`src/rtl/display_scan_driver.sv`:
```
// display_scan_driver: scans a 32-bit hex word onto an eight-digit multiplexed
// seven-segment display. The word is captured into a shadow register once per
// frame so the display never tears. One nibble is shown per digit on a shared
// active-low segment bus, with optional leading-zero blanking and a frame hold.
//
// Ports:
//   Clock       system clock, rising edge
//   Resetn      asynchronous active-low reset
//   hexDisplay  word to show; nibble i drives digit i (digit 0 rightmost)
//   hold        suppresses the frame-boundary capture when high
//   blank_lz    enables leading-zero blanking when high
//   seg         segment drive, active-low, seg[0]=a .. seg[6]=g (registered)
//   digit_en    digit anode enables, active-low, one-hot (registered)
//   frame_done  one-cycle pulse on each frame boundary (registered)
module display_scan_driver #(
  parameter int unsigned SCAN_DIV = 50000
) (
  input  logic        Clock,
  input  logic        Resetn,
  input  logic [31:0] hexDisplay,
  input  logic        hold,
  input  logic        blank_lz,
  output logic [6:0]  seg,
  output logic [7:0]  digit_en,
  output logic        frame_done
);

  localparam int unsigned DIV_W    = (SCAN_DIV > 1) ? $clog2(SCAN_DIV) : 1;
  localparam int unsigned IDX_W    = 3;
  localparam int unsigned WORD_W   = 32;
  localparam int unsigned SEG_W    = 7;
  localparam int unsigned DIGITS   = 8;
  localparam logic [DIV_W-1:0] DIV_LAST = DIV_W'(SCAN_DIV - 1);
  localparam logic [SEG_W-1:0] SEG_OFF  = 7'h7F;

  logic [DIV_W-1:0]  div_q,    div_d;
  logic [IDX_W-1:0]  idx_q,    idx_d;
  logic [WORD_W-1:0] shadow_q, shadow_d;
  logic [SEG_W-1:0]  seg_d;
  logic [DIGITS-1:0] digit_en_d;
  logic              frame_done_d;

  logic              tick;
  logic              wrap;
  logic [WORD_W-1:0] upper;
  logic [3:0]        nib;
  logic              blank;

  // Active-low seven-segment encoding of one hex nibble.
  function automatic logic [SEG_W-1:0] hex_to_seg(input logic [3:0] n);
    logic [SEG_W-1:0] s;
    case (n)
      4'h0:    s = 7'h40;
      4'h1:    s = 7'h79;
      4'h2:    s = 7'h24;
      4'h3:    s = 7'h30;
      4'h4:    s = 7'h19;
      4'h5:    s = 7'h12;
      4'h6:    s = 7'h02;
      4'h7:    s = 7'h78;
      4'h8:    s = 7'h00;
      4'h9:    s = 7'h10;
      4'hA:    s = 7'h08;
      4'hB:    s = 7'h03;
      4'hC:    s = 7'h46;
      4'hD:    s = 7'h21;
      4'hE:    s = 7'h06;
      default: s = 7'h0E;
    endcase
    return s;
  endfunction

  // Next-state and next-output logic.
  always_comb begin
    tick         = 1'b0;
    wrap         = 1'b0;
    div_d        = div_q;
    idx_d        = idx_q;
    shadow_d     = shadow_q;
    frame_done_d = 1'b0;
    upper        = '0;
    nib          = '0;
    blank        = 1'b0;
    seg_d        = SEG_OFF;
    digit_en_d   = '1;

    tick = (div_q == DIV_LAST);
    wrap = tick && (idx_q == 3'd7);

    div_d = tick ? '0 : div_q + DIV_W'(1);
    idx_d = tick ? idx_q + IDX_W'(1) : idx_q;

    // Capture only at the frame boundary so a frame never mixes two words.
    if (wrap && !hold) begin
      shadow_d = hexDisplay;
    end
    frame_done_d = wrap;

    // Nibbles at and above the current digit; all-zero means leading zeros.
    upper = shadow_q >> {idx_q, 2'b00};
    nib   = upper[3:0];
    blank = blank_lz && (idx_q != 3'd0) && (upper == '0);

    seg_d      = blank ? SEG_OFF : hex_to_seg(nib);
    digit_en_d = ~(DIGITS'(1) << idx_q);
  end

  // State and output registers.
  always_ff @(posedge Clock or negedge Resetn) begin
    if (!Resetn) begin
      div_q      <= '0;
      idx_q      <= '0;
      shadow_q   <= '0;
      seg        <= SEG_OFF;
      digit_en   <= '1;
      frame_done <= 1'b0;
    end else begin
      div_q      <= div_d;
      idx_q      <= idx_d;
      shadow_q   <= shadow_d;
      seg        <= seg_d;
      digit_en   <= digit_en_d;
      frame_done <= frame_done_d;
    end
  end

endmodule
```
`config.mk`:
```
export PLATFORM = sky130hd
export DESIGN_NAME = display_scan_driver
export DESIGN_NICKNAME = d
export VERILOG_FILES = /design/src/rtl/display_scan_driver.sv
export SDC_FILE = /design/constraint.sdc
export NUM_CORES = 1
export LEC_CHECK = 0
export CAP_MARGIN = 0
export CORE_MARGIN = 3
export CORE_UTILIZATION = 38
export DETAILED_ROUTE_END_ITERATION = 12
export GPL_TIMING_DRIVEN = 0
export MAX_ROUTING_LAYER = met4
export PLACE_DENSITY = 0.68
export SYNTH_ARGS = -nofsm -noshare
export SYNTH_HDL_FRONTEND = slang
export SYNTH_SLANG_ARGS = --single-unit
```
`constraint.sdc`:
```
create_clock -name Clock -period 8.1 [get_ports Clock]
set_input_delay 1.215 -clock Clock [delete_from_list [all_inputs] [get_ports Clock]]
set_output_delay 1.215 -clock Clock [all_outputs]
set_load 0.05 [all_outputs]
```
==> impl_metrics.tcl, run 1 <==
set metrics [dict create \
    tns_ps 0 \
    synthArstFlopShare_pct 100 \
    drcViolationCount 0 \
    hold_path_class "flip-flop to flip-flop" \
    fin_cells 455 \
    die_h_um 101 \
    min_path_cells 1 \
    ys_dominant_reg_cell "dfrtp_1" \
    power_leakage_nw 1.99 \
    power_density_nw_per_um2 155 \
    r2r_start "idx_q[1]$_DFFE_PN0N_" \
    coreArea_um2 8720 \
    rsz0062_at_grt "no" \
    grt_max_degree 68 \
    layout-drive-gt1-share_pct 15.9 \
    synth_area_leaders "dfrtp_1, dfstp_2, mux2_1" \
    cts_made_buffers 9 \
    grt_usage_pct 15.1 \
    worst_slew_pin_slew_ps 810 \
    ir_drop_uv 120 \
    final-setup-viol-count 0 \
    die_area_um2 10200 \
    nets 391 \
    fmax_ghz 0.303 \
    yosys_warnings 0 \
    reg2reg_depth 7 \
    netlist_area_um2 3420 \
    skew_ps 11.9 \
    syn_to_final_growth_pct 25.4 \
    dp_cells 439 \
    clockBufferDepth 2 \
    worstHoldEndpoint "div_q[0]$_DFF_PN0_" \
    critPathKind "flip-flop to flip-flop" \
    synth_nets 329 \
    finalHoldViolCount 0 \
    cts.htree.levels 3 \
    clkSinkCount 67 \
    placementRows 34 \
    syn_inst 280 \
    wl_per_cell_um 15.2 \
    syn_area_per_cell_um2 12.2 \
    cts_tree "built" \
    antenna_cells 0 \
    reg2reg_to "seg[3]$_DFF_PN1_" \
    synth_cell_types 49 \
    slew_violations 0 \
    antenna_found_initial 0 \
    hold_buffers 0 \
    cts_resized 0 \
    insertion_delay_ps 340 \
    place_hpwl_um 5130 \
    setup.worst_path.end_class "flip-flop" \
    initial_utilization_pct 39.3 \
    status "finished clean" \
    detail_route.first_pass.iterations 4 \
    cap_violations 0 \
    period_minus_slack_ps 3300 \
    place_congestion 0.897 \
    grt_pass1_wl_um 11800 \
    start_kind "flip-flop" \
    clk_pin_slew_ps 70 \
    vias_per_cell 5.41 \
    cts_root_buffer "clkbuf_8" \
    yosys.area.top_type "dfrtp_1" \
    overflow 0 \
    boundaryPins 52 \
    io_buffer_count 51 \
    wl_um 6900 \
    critPathRequiredTime_ps 8300 \
    synth_seq_cells 67 \
    worstPathMaxFanout 10 \
    period_share_pct 40.8 \
    layout_commonest_cell "dfrtp_1" \
    drt_iter0_drc 100 \
    synth_top_cell_area_share_pct 38.0 \
    hold_start "div_q[0]$_DFF_PN0_" \
    grt_pass1_vias 2419 \
    cp.arrival_ps 3500 \
    ant_nets 0 \
    cts_setup_buffers 0 \
    slew_headroom_pct 46.0 \
    synth_seq_area_share_pct 49.5 \
    layout_common_cells "dfrtp_1, clkdlybuf4s50_1, mux2_1" \
    synth_edf_count 0 \
    vias 2461 \
    regToRegSetupSlack_ps 4800 \
    die_w_um 101 \
]
-- layout make-up --
cell class / instances / area [um^2]
buffer: 12 / 90.1
clock buffer: 10 / 138
clock inverter: 6 / 88.8
fill: 788 / 4430
inverter: 10 / 37.5
multi-input combinational: 191 / 1600
sequential: 67 / 1700
tap: 108 / 135
timing repair buffer: 51 / 508
-- registers in the layout (all words and copies together), names as in the netlist --
register	count
idx_q	3
seg	7
digit_en	8
shadow_q	32
div_q	16
frame_done	1
-- through the flow --
step                      hold WS, ps  utilization, %  worst slack [ps]  power (W)  cell area [um^2]
after floorplan                   453               -              5490   0.000342              3420
after global placement            464            46.7              3620   0.000365              4070
after detailed placement          475            46.6              4860   0.000365              4070
after CTS                         492            49.2              4830   0.000675              4290
after global routing              517            49.2              4640   0.000689              4290
final                             484            49.2              4800   0.000664              4290
-- report_power, final --
| group | switching, W | internal [W] | total (W) |
|---|---|---|---|
| registers | 0 | 0.000335 | 0.000335 |
| logic | 0.00000893 | 0.0000147 | 0.0000236 |
| clock network | 0.000124 | 0.000181 | 0.000306 |
| total | 0.000133 | 0.000531 | 0.000664 |
-- critical path, stage by stage, from the launching register on --
cell and delay, ps:
dfrtp_1 380, clkbuf_1 400, buf_1 440, mux4_2 400, mux2i_1 560, ha_1 310, nand2_1 190, o311ai_0 480
-- cells in the mapped netlist, types with 5 or more instances --
master   count
o21ai_0      6
ha_1        13
dfrtp_1     52
mux4_2       8
dfstp_2     15
nor3_1      11
nand2_1     18
nor4_1       9
nand3_1      6
xnor2_1      5
nor2_1      15
mux2i_1      9
xor2_1       9
o31ai_1      6
inv_1        8
a21oi_1      5
mux2_1      30
-- how the worst max path moves through the flow --
stage | slack (ps) | end | depth (start not counted) | startpoint
3_5_place_dp | 4860 | seg[3]$_DFF_PN1_ | 7 | idx_q[1]$_DFFE_PN0N_
2_1_floorplan | 5490 | seg[0]$_DFF_PN1_ | 9 | idx_q[1]$_DFFE_PN0N_
3_3_place_gp | 3620 | shadow_q[1]$_DFFE_PN0P_ | 1 | Resetn
5_1_grt | 4640 | seg[3]$_DFF_PN1_ | 7 | idx_q[1]$_DFFE_PN0N_
4_1_cts | 4830 | seg[3]$_DFF_PN1_ | 7 | idx_q[1]$_DFFE_PN0N_
6_report | 4800 | seg[3]$_DFF_PN1_ | 7 | idx_q[1]$_DFFE_PN0N_
-- routing by layer --
metal	wire [um]	track usage (%)	part of all wire [%]
met4	69	3.99	1.0
met1	3070	18.8	45
met2	3440	23.7	50
met5	0	-	0
met3	323	4.84	4.7
-- kinds of logic after synthesis --
family	after synthesis	synth area share, %
AND/OR/NAND/NOR	78	12.3
flip-flops	67	49.5
multiplexers	50	18.7
AO/OA/AOI/OAI	36	7.34
buffers and inverters	22	3.73
XOR/XNOR	14	3.58
adder cells (fa/ha/maj)	13	4.75
(Power assumes the default switching activity.)
==> run 2: changes to the inputs <==
==> constraint.sdc (replaced) <==
create_clock -name Clock -period 3.4 [get_ports Clock]
set_input_delay 0.51 -clock Clock [delete_from_list [all_inputs] [get_ports Clock]]
set_output_delay 0.51 -clock Clock [all_outputs]
set_load 0.05 [all_outputs]
==> run 2 against run 1 <==
  * Critical path depth increased by 1
  * Wire length is 0.22% higher
  * Fmax up 5.3%
  * Sequential power increased by 140%
  * Clock skew about the same
  * Power increased by 140%
  * Setup slack worse by 4500 ps
  * Combinational power grew 140%
  * Die area unchanged
  * Sequential share of layout area is essentially flat
  * Via count up 0.28%
  * Cell area about the same
==> impl_metrics.tcl, run 2 (same netlist as run 1, synthesis figures left out) <==
set metrics [dict create \
    cts_made_buffers 9 \
    cts_root_buffer "clkbuf_8" \
    period_share_pct 92.3 \
    hold_path_class "primary input to asynchronous set/reset pin" \
    start_kind "flip-flop" \
    period_minus_slack_ps 3140 \
    grt_max_degree 68 \
    top_register "shadow_q" \
    power_frac_comb_pct 3.5 \
    vias_per_cell 5.42 \
    slowest_stage "o311ai_0" \
    clockBufferDepth 2 \
    antenna_cells 0 \
    grt_usage_pct 15.1 \
    grt_pass1_vias 2419 \
    cpPeakStageDelay_ps 520 \
    wl_per_cell_um 15.2 \
    die_area_um2 10200 \
    p_seq_share_pct 50.4 \
    drt_iter0_drc 100 \
    drcViolationCount 0 \
    tns_ps 0 \
    crit_chain "clkbuf_1 -> buf_1 -> inv_1 -> ha_1 -> or3_1 -> o21ai_0 -> o2111ai_1 -> o311ai_0" \
    ir_drop_uv 285 \
    status "finished clean" \
    layout_common_cells "dfrtp_1, clkdlybuf4s50_1, mux2_1" \
    syn_to_final_growth_pct 25.5 \
    overflow 0 \
    rsz0062_at_grt "no" \
    die_w_um 101 \
    initial_utilization_pct 39.3 \
    slew_headroom_pct 46.0 \
    setup.worst_path.end_class "flip-flop" \
    slew_violations 0 \
    power_leakage_nw 1.98 \
    layout_commonest_cell "dfrtp_1" \
    clk_pin_slew_ps 80 \
    placementRows 34 \
    wl_um 6920 \
    r2r_start "idx_q[1]$_DFFE_PN0N_" \
    ant_nets 0 \
    power_switching_w 0.000319 \
    placed_cell_area_um2 4070 \
    reg_top3 "shadow_q x32, div_q x16, digit_en x8" \
    fmax_ghz 0.319 \
    power_density_nw_per_um2 369 \
    worstPathMaxFanout 10 \
    place_congestion 0.897 \
    nets 391 \
    hold_buffers 0 \
    coreArea_um2 8720 \
    p_total_w 0.00158 \
    vias 2468 \
    cts.htree.levels 3 \
    skew_ps 11.9 \
    final-setup-viol-count 0 \
    crit_start "idx_q[1]$_DFFE_PN0N_" \
    largest_reg_flops 32 \
    critPathRequiredTime_ps 3600 \
    boundaryPins 52 \
    cap_violations 0 \
    clkSinkCount 67 \
    whs_ps 248 \
    p_sw_share_pct 20.1 \
    worst_slew_pin_slew_ps 809 \
    cts_tree "built" \
    die_h_um 101 \
    layout-drive-gt1-share_pct 16.1 \
    io_buffer_count 51 \
    p_clk_share_pct 46.1 \
    antenna_found_initial 0 \
    insertion_delay_ps 350 \
    detail_route.first_pass.iterations 4 \
    grt_pass1_wl_um 11800 \
    critPathKind "flip-flop to flip-flop" \
    cp.arrival_ps 3340 \
    p_int_w 0.00126 \
    fin_util_pct 49.3 \
    finalHoldViolCount 0 \
    final_area_um2 4300 \
    place_hpwl_um 5130 \
]
[run 2: cell counts in the layout (fill, tap and decap cells not counted)]
No cell type changed its count.
[run 2: critical path: cells and delay by family (launching register included)]
| kind | cells | cell delay [ps] |
|---|---|---|
| AO/OA/AOI/OAI | 3 | 950 |
| adder cells (fa/ha/maj) | 1 | 270 |
| buffers and inverters | 3 | 1030 |
| flip-flops | 1 | 380 |
| AND/OR/NAND/NOR | 1 | 360 |
[run 2: timing repair]
action,4_1_cts,5_1_grt
setup endpoints to repair,0,2
buffers inserted,0,0
gates resized for setup,0,1
[run 2: worst paths after layout]
check | slack [ps] | end | cells past startpoint
setup reg to reg | 260 | seg[3]$_DFF_PN1_ | 8
max in group asynchronous | 2600 | shadow_q[28]$_DFFE_PN0P_ | 1
hold / removal | 250 | div_q[7]$_DFF_PN0_ | 1
hold reg to reg | 480 | div_q[0]$_DFF_PN0_ | 1
min in group Clock | 480 | div_q[0]$_DFF_PN0_ | 1
setup / recovery | 260 | seg[3]$_DFF_PN1_ | 8
[run 2: final cells by class]
cell class                 count  area [um^2]
clock buffer                  10          138
tap                          108          135
inverter                      10         37.5
multi-input combinational    191         1610
sequential                    67         1700
timing repair buffer          51          508
fill                         787         4420
buffer                        12         90.1
clock inverter                 6         88.8
[run 2: power groups by stage]
stage | Combinational, W | Sequential, W | Clock (W)
floorplan | 0.00000145 | 0.000812 | 0
global placement | 0.0000581 | 0.000812 | 0
detailed placement | 0.0000582 | 0.000812 | 0
CTS | 0.0000582 | 0.000798 | 0.000752
global route | 0.0000620 | 0.000797 | 0.000781
finish | 0.0000561 | 0.000798 | 0.000730
[run 2: metrics by stage]
step | worst slack [ps] | std cells
5_1_grt | 98.3 | 455
3_3_place_gp | -372 | 439
2_1_floorplan | 790 | 280
6_report | 262 | 455
3_5_place_dp | 164 | 439
4_1_cts | 128 | 455
[run 2: layer usage]
metal / track usage [%] / vias to the layer above / part of all wire [%]
met5: - / - / 0
met3: 4.84 / 8 / 5.2
met2: 23.7 / 73 / 50
met4: 3.99 / 0 / 0.98
li1: - / 1145 / -
met1: 18.8 / 1242 / 44
